$ cat config.mk
export PLATFORM = sky130hd
export DESIGN_NAME = ex_mem_stage
export DESIGN_NICKNAME = d
export VERILOG_FILES = /design/src/rtl/ex_mem_stage_pkg.sv /design/src/rtl/ex_mem_stage_branch_cond.sv /design/src/rtl/ex_mem_stage.sv
export SDC_FILE = /design/constraint.sdc
export NUM_CORES = 1
export LEC_CHECK = 0
export BUFFER_PORTS_ARGS = -buffer_cell sky130_fd_sc_hd__buf_2
export CORE_ASPECT_RATIO = 0.8
export CORE_MARGIN = 2
export CORE_UTILIZATION = 45
export DETAILED_ROUTE_END_ITERATION = 10
export MAX_ROUTING_LAYER = met4
export PLACE_DENSITY = 0.92
export SLEW_MARGIN = 20
export SYNTH_ARGS = -nofsm -noshare
export SYNTH_HDL_FRONTEND = slang
export SYNTH_SLANG_ARGS = --single-unit
$ cat constraint.sdc
create_clock -name clk -period 1.3 [get_ports clk]
set_input_delay 0.13 -clock clk [delete_from_list [all_inputs] [get_ports clk]]
set_output_delay 0.13 -clock clk [all_outputs]
set_load 0.01 [all_outputs]
$ cat src/rtl/ex_mem_stage_pkg.sv
// Shared definitions for the EX/MEM pipeline register: default datapath
// width and the funct3 encodings of the conditional branches.
package ex_mem_stage_pkg;

  localparam int N_DEFAULT = 32;

  typedef enum logic [2:0] {
    F3_BEQ  = 3'b000,
    F3_BNE  = 3'b001,
    F3_BLT  = 3'b100,
    F3_BGE  = 3'b101,
    F3_BLTU = 3'b110,
    F3_BGEU = 3'b111
  } br_funct3_e;

endpackage

$ cat src/rtl/ex_mem_stage_branch_cond.sv
// Combinational branch decision from funct3 and the subtract flags.
// Carry follows the "C=1 means no borrow" convention, so BGEU is taken on C.
// The two unused funct3 codes (010/011) never take.
module branch_cond
  import ex_mem_stage_pkg::*;
(
  input  logic [2:0] funct3,
  input  logic       zflag,
  input  logic       cflag,
  input  logic       vflag,
  input  logic       sflag,
  output logic       taken
);

  // Decode funct3 into a flag test.
  always_comb begin
    taken = 1'b0;
    case (funct3)
      F3_BEQ:  taken = zflag;
      F3_BNE:  taken = ~zflag;
      F3_BLT:  taken = sflag ^ vflag;
      F3_BGE:  taken = ~(sflag ^ vflag);
      F3_BLTU: taken = ~cflag;
      F3_BGEU: taken = cflag;
      default: taken = 1'b0;
    endcase
  end

endmodule

$ cat src/rtl/ex_mem_stage.sv
// EX/MEM pipeline register with branch resolution.
// Priority per edge: rst > flush > stall > load. Flush clears valid and the
// control bits but keeps the data fields. Branch resolution and the taken
// branch counter exist only when EX_MEM_BRANCH_RESOLVE_EN is defined;
// otherwise both outputs are tied to zero and the flags are ignored.
module ex_mem_stage
  import ex_mem_stage_pkg::*;
#(
  parameter int n = N_DEFAULT
) (
  input  logic         clk,
  input  logic         rst,
  input  logic         stall,
  input  logic         flush,
  input  logic         ex_valid,
  input  logic [n-1:0] ex_alu_out,
  input  logic         ex_zflag,
  input  logic         ex_cflag,
  input  logic         ex_vflag,
  input  logic         ex_sflag,
  input  logic [n-1:0] ex_rs2_data,
  input  logic [4:0]   ex_rd,
  input  logic         ex_reg_write,
  input  logic         ex_mem_read,
  input  logic         ex_mem_write,
  input  logic         ex_branch,
  input  logic [2:0]   ex_funct3,
  input  logic [n-1:0] ex_pc_target,
  output logic         mem_valid,
  output logic         mem_reg_write,
  output logic         mem_mem_read,
  output logic         mem_mem_write,
  output logic [n-1:0] mem_alu_out,
  output logic [n-1:0] mem_rs2_data,
  output logic [n-1:0] mem_pc_target,
  output logic [4:0]   mem_rd,
  output logic [2:0]   mem_funct3,
  output logic         mem_branch_taken,
  output logic [31:0]  taken_count
);

  // Pipeline register for valid, control and data fields.
  always_ff @(posedge clk) begin
    if (rst) begin
      mem_valid     <= 1'b0;
      mem_reg_write <= 1'b0;
      mem_mem_read  <= 1'b0;
      mem_mem_write <= 1'b0;
      mem_alu_out   <= '0;
      mem_rs2_data  <= '0;
      mem_pc_target <= '0;
      mem_rd        <= '0;
      mem_funct3    <= '0;
    end else if (flush) begin
      mem_valid     <= 1'b0;
      mem_reg_write <= 1'b0;
      mem_mem_read  <= 1'b0;
      mem_mem_write <= 1'b0;
    end else if (!stall) begin
      mem_valid     <= ex_valid;
      mem_reg_write <= ex_reg_write & ex_valid;
      mem_mem_read  <= ex_mem_read & ex_valid;
      mem_mem_write <= ex_mem_write & ex_valid;
      mem_alu_out   <= ex_alu_out;
      mem_rs2_data  <= ex_rs2_data;
      mem_pc_target <= ex_pc_target;
      mem_rd        <= ex_rd;
      mem_funct3    <= ex_funct3;
    end
  end

`ifdef EX_MEM_BRANCH_RESOLVE_EN
  logic cond_taken;
  logic load_taken;

  branch_cond u_branch_cond (
    .funct3 (ex_funct3),
    .zflag  (ex_zflag),
    .cflag  (ex_cflag),
    .vflag  (ex_vflag),
    .sflag  (ex_sflag),
    .taken  (cond_taken)
  );

  assign load_taken = ex_valid & ex_branch & cond_taken;

  // Registered branch decision and a wrapping count of taken branches.
  always_ff @(posedge clk) begin
    if (rst) begin
      mem_branch_taken <= 1'b0;
      taken_count      <= '0;
    end else if (flush) begin
      mem_branch_taken <= 1'b0;
    end else if (!stall) begin
      mem_branch_taken <= load_taken;
      if (load_taken) taken_count <= taken_count + 32'd1;
    end
  end
`else
  logic unused_branch_inputs;

  assign unused_branch_inputs = ^{ex_zflag, ex_cflag, ex_vflag, ex_sflag, ex_branch};
  assign mem_branch_taken     = 1'b0;
  assign taken_count          = '0;
`endif

endmodule

==> results of run 1 <==
sequential cells by signal (all words and copies together) (netlist names):
name and cells:
mem_alu_out 32, mem_funct3 3, mem_mem_read 1, mem_mem_write 1, mem_pc_target 32, mem_rd 5
mem_reg_write 1, mem_rs2_data 32, mem_valid 1
how the worst min path moves through the flow:
stage                                 end          from  depth (start not counted)  slack, ns
3_5_place_dp   mem_reg_write$_SDFFE_PP0N_  ex_reg_write                          3       0.41
4_1_cts        mem_reg_write$_SDFFE_PP0N_  ex_reg_write                          3       0.04
5_1_grt        mem_reg_write$_SDFFE_PP0N_  ex_reg_write                          3       0.06
2_1_floorplan      mem_valid$_SDFFE_PP0N_      ex_valid                          2       0.27
6_report       mem_reg_write$_SDFFE_PP0N_  ex_reg_write                          3       0.06
3_3_place_gp   mem_mem_write$_SDFFE_PP0N_  ex_mem_write                          3       0.41
power by group through the flow:
stage / Sequential [mW] / Combinational, mW / Clock, mW
6_report: 3.52 / 0.966 / 2.54
5_1_grt: 3.53 / 1.08 / 2.74
4_1_cts: 3.52 / 0.970 / 2.62
3_5_place_dp: 3.59 / 0.969 / 0
3_3_place_gp: 3.59 / 0.947 / 0
2_1_floorplan: 3.67 / 0.548 / 0
routing by layer:
layer	wire [um]	vias up
met5	0	-
met4	144	0
met3	982	15
met2	5510	164
met1	4790	1942
li1	-	2202
cell families (layout without fill, tap and decap cells):
family	count (synthesis)	after routing	share of synthesized area, %
DFF	108	108	45.8
other	1	33	0.0795
and+or+nand+nor	112	112	20.2
buffers and inverters	92	255	11.2
muxes	1	1	0.212
AOI/OAI and AO/OA	211	211	22.4
cell usage in the layout (no fill, tap or decap), drive strengths merged:
master    n
buf     239
dfxtp   108
a21oi   107
or3b    104
o21ai   104
conb     33
clkbuf   10
nand2     3
nand3b    3
inv       3
clkinv    3
or2       1
mux2i     1
nor2      1
area by class of cell:
cell class              count  area [um2]
clock buffers              10         229
clock inverters             6        45.0
fillers                   921        4140
multi-input cells         357        2140
flip-flops and latches    108        2160
well taps                 140         175
repair buffers            239        1340
metrics by stage:
step,util [%],area (um2)
2_1_floorplan,-,4840
3_3_place_gp,56.9,5820
3_5_place_dp,56.9,5820
4_1_cts,59.5,6100
5_1_grt,59.5,6100
6_report,59.5,6100
==> results.md, run 1 <==
- Switch Pwr: around 1.8 mW
- Slowest stage delay, CP: 0.36 ns
- PD cells: about 1200 mW/mm2
- Sequential area share after synthesis: 45.8%
- Mapped Area: between 0.004 and 0.005 mm2
- Port Buf Inserts: around 220
- Yosys top cell area share: between 40 and 50%
- First DRT Iteration DRCs: approximately 260
- Die span in y: between 90 and 100 um
- Crit path buf inv count: 1
- Layout cells sized above 1: a little over a third
- Post-synth ARST share: 0%
- CTS Buf Count: 9
- Reg2reg start: mem_pc_target[15]$_SDFFE_PP0P_
- Fin. Hold Viols: 0
- Via/cell ratio: 5.03
- Postcts setup bufs: 0
- Peak VDD IR: roughly 1100 uV
- Comb power frac: 13.8%
- EDFF count, synth: 0
- Fmax: 1030 MHz
- Placed insts: around 840
- Clock Skews: 0 ns
- Hold crit path type: input port to flip-flop
- CTS Buffer Depth: 2
- Post-synth cell types: 16
- WP data arrival: 0.85 ns
- Vias in the first global route: between 3,000 and 4,000
- Worst setup EP type: output pin
- Clock share of power: a little over a third
- GRT Max-Usage Layer: met2
- GPL Wtd Cong: ~0.75
- Clock Sinks: approximately 110
- Syn Inst Count: ~530
- Pleak: 2.76 nW
- DR WL/cell: between 10 and 15 um
- Setup Viol. Count Final: 0
- Tot Pwr: between 7 and 8 mW
- Met1 usage: a little under a quarter
- Global-route wire length before repair: 18,100 um
- Residual overflow from global routing: 0
- Clock-pin slew on the worst setup and hold paths: 0.08 ns
- Clk Latency, worst-skew pair: 0.33 ns
- MaxCap Viol Count: 0
- Total global-route track usage: between 20 and 25%
- Unrepaired setup endpoints after global routing: false
- Worst setup path category: flip-flop to output pin
- Met2 Usage GRT: between 30 and 40%
- Dominant cell type by area after synthesis: dfxtp_1
- Slowest stage cell, crit path: dfxtp_1
- Setup WS pre-CTS: 0.122 ns
- Clk root buf: clkbuf_16
- Switching Share: 25.7%
- Initial Util: 46.1%
- Die Area: 0.0113 mm2
- Core area: between 0.01 and 0.015 mm2
- Crit path to: mem_pc_target[26]
- Number of gates resized after CTS: 0
- CP delay by family, top: flip-flops
- Tcrit/Tclk final: roughly three quarters
- Yosys reg bits: around 110
- Reg-to-reg setup timing slack: between 0.6 and 0.7 ns
- Main synth FF type: dfxtp_1
- Crit. path cell count: 1
- Final WS setup: about 0.32 ns
- Cells along the critical path: buf_2
- Synth warn: 0
- Post-DRT Antenna Nets: 0
- H-tree depth reported by CTS: 3
- I/O pin count: between 200 and 300
- R2R cell count: 2
- Post-synth top cells: 108 x dfxtp_1, 107 x a21oi_1, 104 x or3b_1, 94 x o21ai_0, 47 x clkbuf_1
- Final WL: approximately 11,000 um
- Final slew viol count: 0
- # diodes: 0
- Crit path launch type: flip-flop
- Initial antenna violation count: 0
- TNS Setup: 0 ns
- Hold Buf Count CTS: 0
- Nets: approximately 830
- Mean Syn Cell Area: approximately 9 um2
- Dpl hpwl: approximately 8200 um
- Global-route track usage on met3: under 10%
- Seq pwr share: approximately half
- Finished Layout Cells: 860
- Final period demand of the worst path: 0.975 ns
- Total number of vias: between 4,000 and 5,000
- Most numerous cell in the Yosys netlist: dfxtp_1
- Worst R2R End: mem_pc_target[15]$_SDFFE_PP0P_
- Die W: around 120 um
- Status: finished, final reports clean
- Required @ worst endpoint: roughly 1.2 ns
- Hold_ws: 0.0624 ns
- DRT Pass-1 Iters: 4
- Int Power: around 5.2 mW
- Top cells by area, synth: dfxtp_1 46%, or3b_1 19%, a21oi_1 11%
- CTS tree: yes
- Crit path launch: mem_pc_target[26]$_SDFFE_PP0P_
- CP Max Fanout: 2
- Largest net degree at the start of global routing: between 70 and 80
- FP Rows: 33
- Syn-to-layout area delta: 29.3%
- Residual DRC: 0
No activity file was read; power rests on OpenSTA's default activity.
==> inputs of run 2 (changes only) <==
--- a/config.mk
+++ b/config.mk
@@ -8,10 +8,10 @@
 export BUFFER_PORTS_ARGS = -buffer_cell sky130_fd_sc_hd__buf_2
 export CORE_ASPECT_RATIO = 0.8
 export CORE_MARGIN = 2
-export CORE_UTILIZATION = 45
+export CORE_UTILIZATION = 40
 export DETAILED_ROUTE_END_ITERATION = 10
 export MAX_ROUTING_LAYER = met4
-export PLACE_DENSITY = 0.92
+export PLACE_DENSITY = 0.87
 export SLEW_MARGIN = 20
 export SYNTH_ARGS = -nofsm -noshare
 export SYNTH_HDL_FRONTEND = slang
==> constraint.sdc (replaced) <==
create_clock -name clk -period 0.8 [get_ports clk]
set_input_delay 0.08 -clock clk [delete_from_list [all_inputs] [get_ports clk]]
set_output_delay 0.08 -clock clk [all_outputs]
set_load 0.01 [all_outputs]
==> run 2 against run 1 <==
Critical path type unchanged. Hold slack worse by 0.051 ns. The run now ends with negative setup slack left. Largest power group unchanged. Clock power up 89%. Critical path depth unchanged. Sequential power up 66%. First-iteration DRC count shrank 51%.
==> results.md, run 2 (synthesis results as in run 1) <==
- Status: complete, but fails checks
- Failing checks: negative setup slack
- Worst R2R End: mem_valid$_SDFFE_PP0N_
- Fin. Hold Viols: 0
- Worst setup path category: flip-flop to output pin
- Slowest stage delay, CP: between 0.3 and 0.4 ns
- Initial antenna violation count: 1
- FP Rows: 35
- Nets: 841
- Placed insts: approximately 860
- Final WS setup: -0.0804 ns
- Global-route wire length before repair: 20,200 um
- Cells along the critical path: buf_6
- CP Max Fanout: 2
- Crit path buf inv count: 1
- Hold crit path type: input port to flip-flop
- Pleak: slightly below 3 nW
- MaxCap Viol Count: 0
- Finished Layout Cells: around 880
- Clk root buf: clkbuf_16
- Crit. path cell count: 1
- Final slew viol count: 0
- CTS Buf Count: 9
- Worst setup EP type: output pin
- Syn-to-layout area delta: 50.6%
- Initial Util: approximately 40%
- Final period demand of the worst path: 0.880 ns
- CTS Buffer Depth: 2
- Biggest regs: mem_alu_out x32, mem_pc_target x32, mem_rs2_data x32
- Total number of vias: about 4,400
- Clock Sinks: around 110
- Setup Viol. Count Final: 108
- H-tree depth reported by CTS: 3
- M1 WL: roughly 5100 um
- I/O pin count: between 200 and 300
- Via/cell ratio: slightly above 5
- Final core utilization: approximately 62%
- Total global-route track usage: about 20%
- Layout cells sized above 1: about half
- Unrepaired setup endpoints after global routing: true
- Peak VDD IR: 1340 uV
- Hold path endpoint: mem_mem_write$_SDFFE_PP0N_
- HP Start: ex_mem_write
- Clk Latency, worst-skew pair: 0.33 ns
- Clock-pin slew on the worst setup and hold paths: roughly 0.070 ns
- Tot Pwr: around 13 mW
- Filler Cell Count: ~950
- First DRT Iteration DRCs: 127
- CTS tree: yes
- Hold Path Depth: 3
- Required @ worst endpoint: ~0.72 ns
- Tcrit/Tclk final: 110%
- DRT Pass-1 Iters: 4
- WP data arrival: approximately 0.80 ns
- Commonest non-fill, non-tap cells in the layout: 108 x buf_2, 108 x dfxtp_2, 108 x buf_6, 105 x a21oi_1, 104 x or3b_1
- DR WL/cell: around 15 um
- Residual overflow from global routing: 0
- GPL Wtd Cong: between 0.7 and 0.8
- Slowest stage cell, crit path: dfxtp_2
- CP delay by family, top: flip-flops
- Met3 wire length: ~730 um
- Die W: about 130 um
- Final WL: between 10,000 and 15,000 um
- Die Area: 0.0127 mm2
- Top sig layer: met4
- Reg-to-reg setup timing slack: 0.04 ns
- R2R cell count: 3
- Core area: roughly 0.012 mm2
- Fmax: about 1100 MHz
- Met2 wire length: approximately 6700 um
- PD cells: 1770 mW/mm2
- Clock Skews: 0 ns
- Vias in the first global route: between 4,000 and 5,000
- Reg2reg start: mem_valid$_SDFFE_PP0N_
- Dpl hpwl: around 8300 um
- Die span in y: around 100 um
- Largest net degree at the start of global routing: between 50 and 60
- Post-DRT Antenna Nets: 0
- Crit path launch type: flip-flop
- Port Buf Inserts: ~220
- Residual DRC: 0
## run 2: cell types whose count changed in the layout (fill, tap and decap cells not counted), sizes merged, moves of 2 or more
cell,change
inv,-3
bufinv,+2
clkinv,-2
dlygate4sd3,+2
buf,+7
## run 2: metal layers
metal / GRT usage [%] / vias to the layer above
met4: 6.75 / 0
met3: 4.70 / 18
met2: 35.1 / 171
li1: - / 2216
met1: 22.8 / 2008
met5: - / -
## run 2: repair_timing
item,CTS,global route
hold buffers,2,0
hold endpoints to repair,2,0
gates resized for setup,207,12
endpoints found under the setup margin,108,110
buffers inserted,0,3
pin swaps,0,1
## run 2: tightest hold or removal path, delay by kind of cell
family	cells	cell delay (ns)
compound gates	1	0.06
buf+inv	1	0.10
simple gates	1	0.07
## run 2: worst max path at each step
stage	end	startpoint
finish	mem_rs2_data[9]	mem_rs2_data[9]$_SDFFE_PP0P_
global route	mem_rs2_data[16]	mem_rs2_data[16]$_SDFFE_PP0P_
CTS	mem_rs2_data[16]	mem_rs2_data[16]$_SDFFE_PP0P_
detailed placement	mem_pc_target[0]$_SDFFE_PP0P_	stall
global placement	mem_rs2_data[27]$_SDFFE_PP0P_	flush
floorplan	mem_alu_out[10]$_SDFFE_PP0P_	stall
## run 2: layout make-up
type                       count  area [um2]  area share [%]
sequential                   108        2300            32.3
multi-input combinational    357        2150            30.3
timing repair buffer         248        2140            30.1
clock buffer                  11         253            3.56
tap                          148         185            2.61
clock inverter                 4        72.6            1.02
antenna                        1        2.50          0.0352
## run 2: power by group
group | total (mW) | internal (mW) | switching, mW
clock | 4.80 | 2.89 | 1.91
sequential | 5.83 | 5.67 | 0.166
combinational | 1.93 | 1.04 | 0.886
## run 2: through the flow
step	setup slack (ns)	setup TNS (ns)	area [um2]	hold slack, ns
floorplan	-0.162	-12.45	4900	0.224
global placement	-0.244	-23.23	5920	0.357
detailed placement	-0.290	-25.84	5920	0.356
CTS	-0.0909	-7.98	7030	0.000686
global route	-0.110	-9.35	7100	0.0214
finish	-0.0804	-6.00	7100	0.0112
==> inputs of run 3 (changes only) <==
--- a/config.mk
+++ b/config.mk
@@ -5,6 +5,7 @@
 export SDC_FILE = /design/constraint.sdc
 export NUM_CORES = 1
 export LEC_CHECK = 0
+export ABC_AREA = 1
 export BUFFER_PORTS_ARGS = -buffer_cell sky130_fd_sc_hd__buf_2
 export CORE_ASPECT_RATIO = 0.8
 export CORE_MARGIN = 2
==> run 3 against run 2 <==
The flow still finishes with violations (negative setup slack). Core utilization grew 0.33 points. Combinational power grew 27%. Worst setup slack got worse by 0.0013 ns. Sequential share of layout area down 0.051 points. Global-route usage decreased by 0.12 points. Critical path depth did not move. Via count up 5.1%. Sequential power up 3.8%. Critical path type unchanged. Highest routed layer unchanged.
==> results.md, run 3 <==
- EDFF count, synth: 0
- I/O pin count: 258
- Yosys reg bits: about 110
- Clock share of power: approximately 36%
- Initial antenna violation count: 0
- Die Area: approximately 0.013 mm2
- CTS tree: yes
- FP Rows: 35
- Comb power frac: between 10% and 20%
- Dpl hpwl: 8160 um
- Vias in the first global route: about 4,300
- First DRT Iteration DRCs: approximately 200
- Final core utilization: just over 60%
- Design Area, Final: about 0.0071 mm2
- Pleak: a little under 4 nW
- Post-Synth Simple-Gate Area: around 35%
- TNS Setup: -6.79 ns
- Commonest non-fill, non-tap cells in the layout: 213 x nand2_1, 208 x nor2_1, 111 x buf_2, 108 x dfxtp_2, 108 x buf_6
- Die W: 125 um
- Final period demand of the worst path: slightly below 0.9 ns
- # diodes: 0
- Nets: 1,061
- Main synth FF type: dfxtp_1
- Crit. path cell count: 1
- Largest net degree at the start of global routing: 49
- CTS Buf Count: 9
- Total global-route track usage: between 10% and 20%
- Clk Latency, worst-skew pair: about 0.34 ns
- Slowest stage cell, crit path: dfxtp_2
- Fmax: about 1100 MHz
- Crit path launch type: flip-flop
- Slowest stage delay, CP: 0.35 ns
- Required @ worst endpoint: 0.72 ns
- Biggest regs: mem_alu_out x32, mem_pc_target x32, mem_rs2_data x32
- Post-synth cell types: 15
- Layout cells sized above 1: 40.4%
- Synth warn: 0
- Clock Skews: 0 ns
- Worst setup path category: flip-flop to output pin
- Int Power: 9.74 mW
- Dominant cell type by area after synthesis: dfxtp_1
- Area of placed instances: between 0.005 and 0.006 mm2
- Total number of vias: between 4,000 and 5,000
- Most numerous cell in the Yosys netlist: nand2_1
- CP Max Fanout: 2
- DRT Pass-1 Iters: 4
- Adder-Cell Fraction of Synth Area: 0%
- Final WS setup: -0.0817 ns
- Largest family of logic cells by synthesized area: simple AND/OR/NAND/NOR gates
- Post-synthesis xor/xnor area fraction: 0%
- Top cells by area, synth: dfxtp_1 46%, nand2_1 17%, nor2_1 17%
- WP data arrival: 0.80 ns
- Via/cell ratio: 4.23
- Residual DRC: 0
- Post-DRT Antenna Nets: 0
- H-tree depth reported by CTS: 3
- Seq pwr share: about 46%
- Switch Pwr: approximately 3.5 mW
- Setup Viol. Count Final: between 100 and 150
- Die span in y: ~100 um
- Post-synth ARST share: 0%
- Worst setup EP type: output pin
- Cells along the critical path: buf_6
- R2R cell count: 3
- Yosys top cell area share: 46.1%
- Core area: 0.0115 mm2
- Crit path buf inv count: 1
- Syn Inst Count: around 700
- Hold Buf Count CTS: 0
- Clock Sinks: between 100 and 150
- Final slew viol count: 0
- Port Buf Inserts: about 220
- Clock-pin slew on the worst setup and hold paths: ~0.080 ns
- PD cells: 1860 mW/mm2
- CP delay by family, top: flip-flops
- Global-route wire length before repair: between 15,000 and 20,000 um
- Sequential area share after synthesis: approximately 46%
- Post-synthesis mux area share: 0%
- Final WL: roughly 12,000 um
- Compound-Gate Fraction of Synth Area: 0.427%
- MaxCap Viol Count: 0
- Switching Share: 26.5%
- Hold crit path type: input port to flip-flop
- Initial Util: roughly 41%
- Peak VDD IR: ~1200 uV
- GPL Wtd Cong: ~0.79
- Fin. Hold Viols: 0
- CTS Buffer Depth: 2
- DR WL/cell: 11.3 um
- Most common cell after layout, fill and taps aside: nand2_1
- Clk root buf: clkbuf_16
- Residual overflow from global routing: 0
- Tcrit/Tclk final: 110%
- Tot Pwr: roughly 13 mW
- Failing checks: negative setup slack
- Unrepaired setup endpoints after global routing: true
- Syn-to-layout area delta: 51.8%
- Hold Path Depth: 5
- Mapped Area: between 0.004 and 0.005 mm2
- Status: complete, but fails checks
- Mean Syn Cell Area: roughly 6.6 um2
- Post-synth top cells: 213 x nand2_1, 208 x nor2_1, 108 x dfxtp_1, 105 x inv_1, 36 x buf_4
## run 3: cell count changes after synthesis, moves of 94 or more
cell	before	now
nand2_1	3	213
nor2_1	1	208
inv_1	0	105
or3b_1	104	0
a21oi_1	107	4
o21ai_0	94	0
## run 3: layer usage
| layer | global-route usage [%] | wire, um | up-vias |
|---|---|---|---|
| met5 | - | 0 | - |
| met4 | 7.09 | 246 | 0 |
| met3 | 6.10 | 1060 | 20 |
| met2 | 35.0 | 6100 | 199 |
| met1 | 21.5 | 4980 | 2004 |
| li1 | - | - | 2414 |
## run 3: cell families after synthesis
logic type      after synthesis
buf+inv                     173
flops                       108
compound gates                4
simple gates                426
other cells                   1
## run 3: power by group through the flow
stage | combinational [mW] | clock (mW) | sequential, mW
global route | 2.72 | 5.12 | 6.09
CTS | 2.40 | 4.84 | 6.04
finish | 2.46 | 4.74 | 6.05
floorplan | 1.10 | 0 | 6.18
global placement | 1.96 | 0 | 6.00
detailed placement | 2.00 | 0 | 6.01
## run 3: cell type report
| cell class | instances | area [um2] |
|---|---|---|
| fillers | 924 | 4360 |
| flip-flops and latches | 108 | 2300 |
| repair buffers | 256 | 2150 |
| multi-input cells | 463 | 1770 |
| inverters | 106 | 399 |
| clock buffers | 11 | 253 |
| well taps | 148 | 185 |
| clock inverters | 5 | 66.3 |
## run 3: worst paths after layout
| kind | startpoint | endpoint | slack, ns |
|---|---|---|---|
| max reg2reg | mem_alu_out[8]$_SDFFE_PP0P_ | mem_alu_out[8]$_SDFFE_PP0P_ | 0.04 |
| min reg2reg | mem_mem_write$_SDFFE_PP0N_ | mem_mem_write$_SDFFE_PP0N_ | 0.48 |
| min | ex_rs2_data[22] | mem_rs2_data[22]$_SDFFE_PP0P_ | 0.02 |
| max | mem_pc_target[26]$_SDFFE_PP0P_ | mem_pc_target[26] | -0.08 |
## run 3: stage by stage
step,worst slack [ns],instances,hold slack [ns]
floorplan,-0.0258,744,0.221
global placement,-0.153,1070,0.367
detailed placement,-0.184,1070,0.379
CTS,-0.0938,1090,0.000894
global route,-0.115,1097,0.0174
finish,-0.0817,1097,0.0174
## run 3: tightest hold or removal path: cells and delay by family
kind	cells	cell delay, ns
AND/OR/NAND/NOR	3	0.12
buffers and inverters	2	0.13
## run 3: timing repair
item | in CTS | in global routing
endpoints found under the setup margin | 108 | 108
setup buffers | 4 | 7
resized for setup | 217 | 0
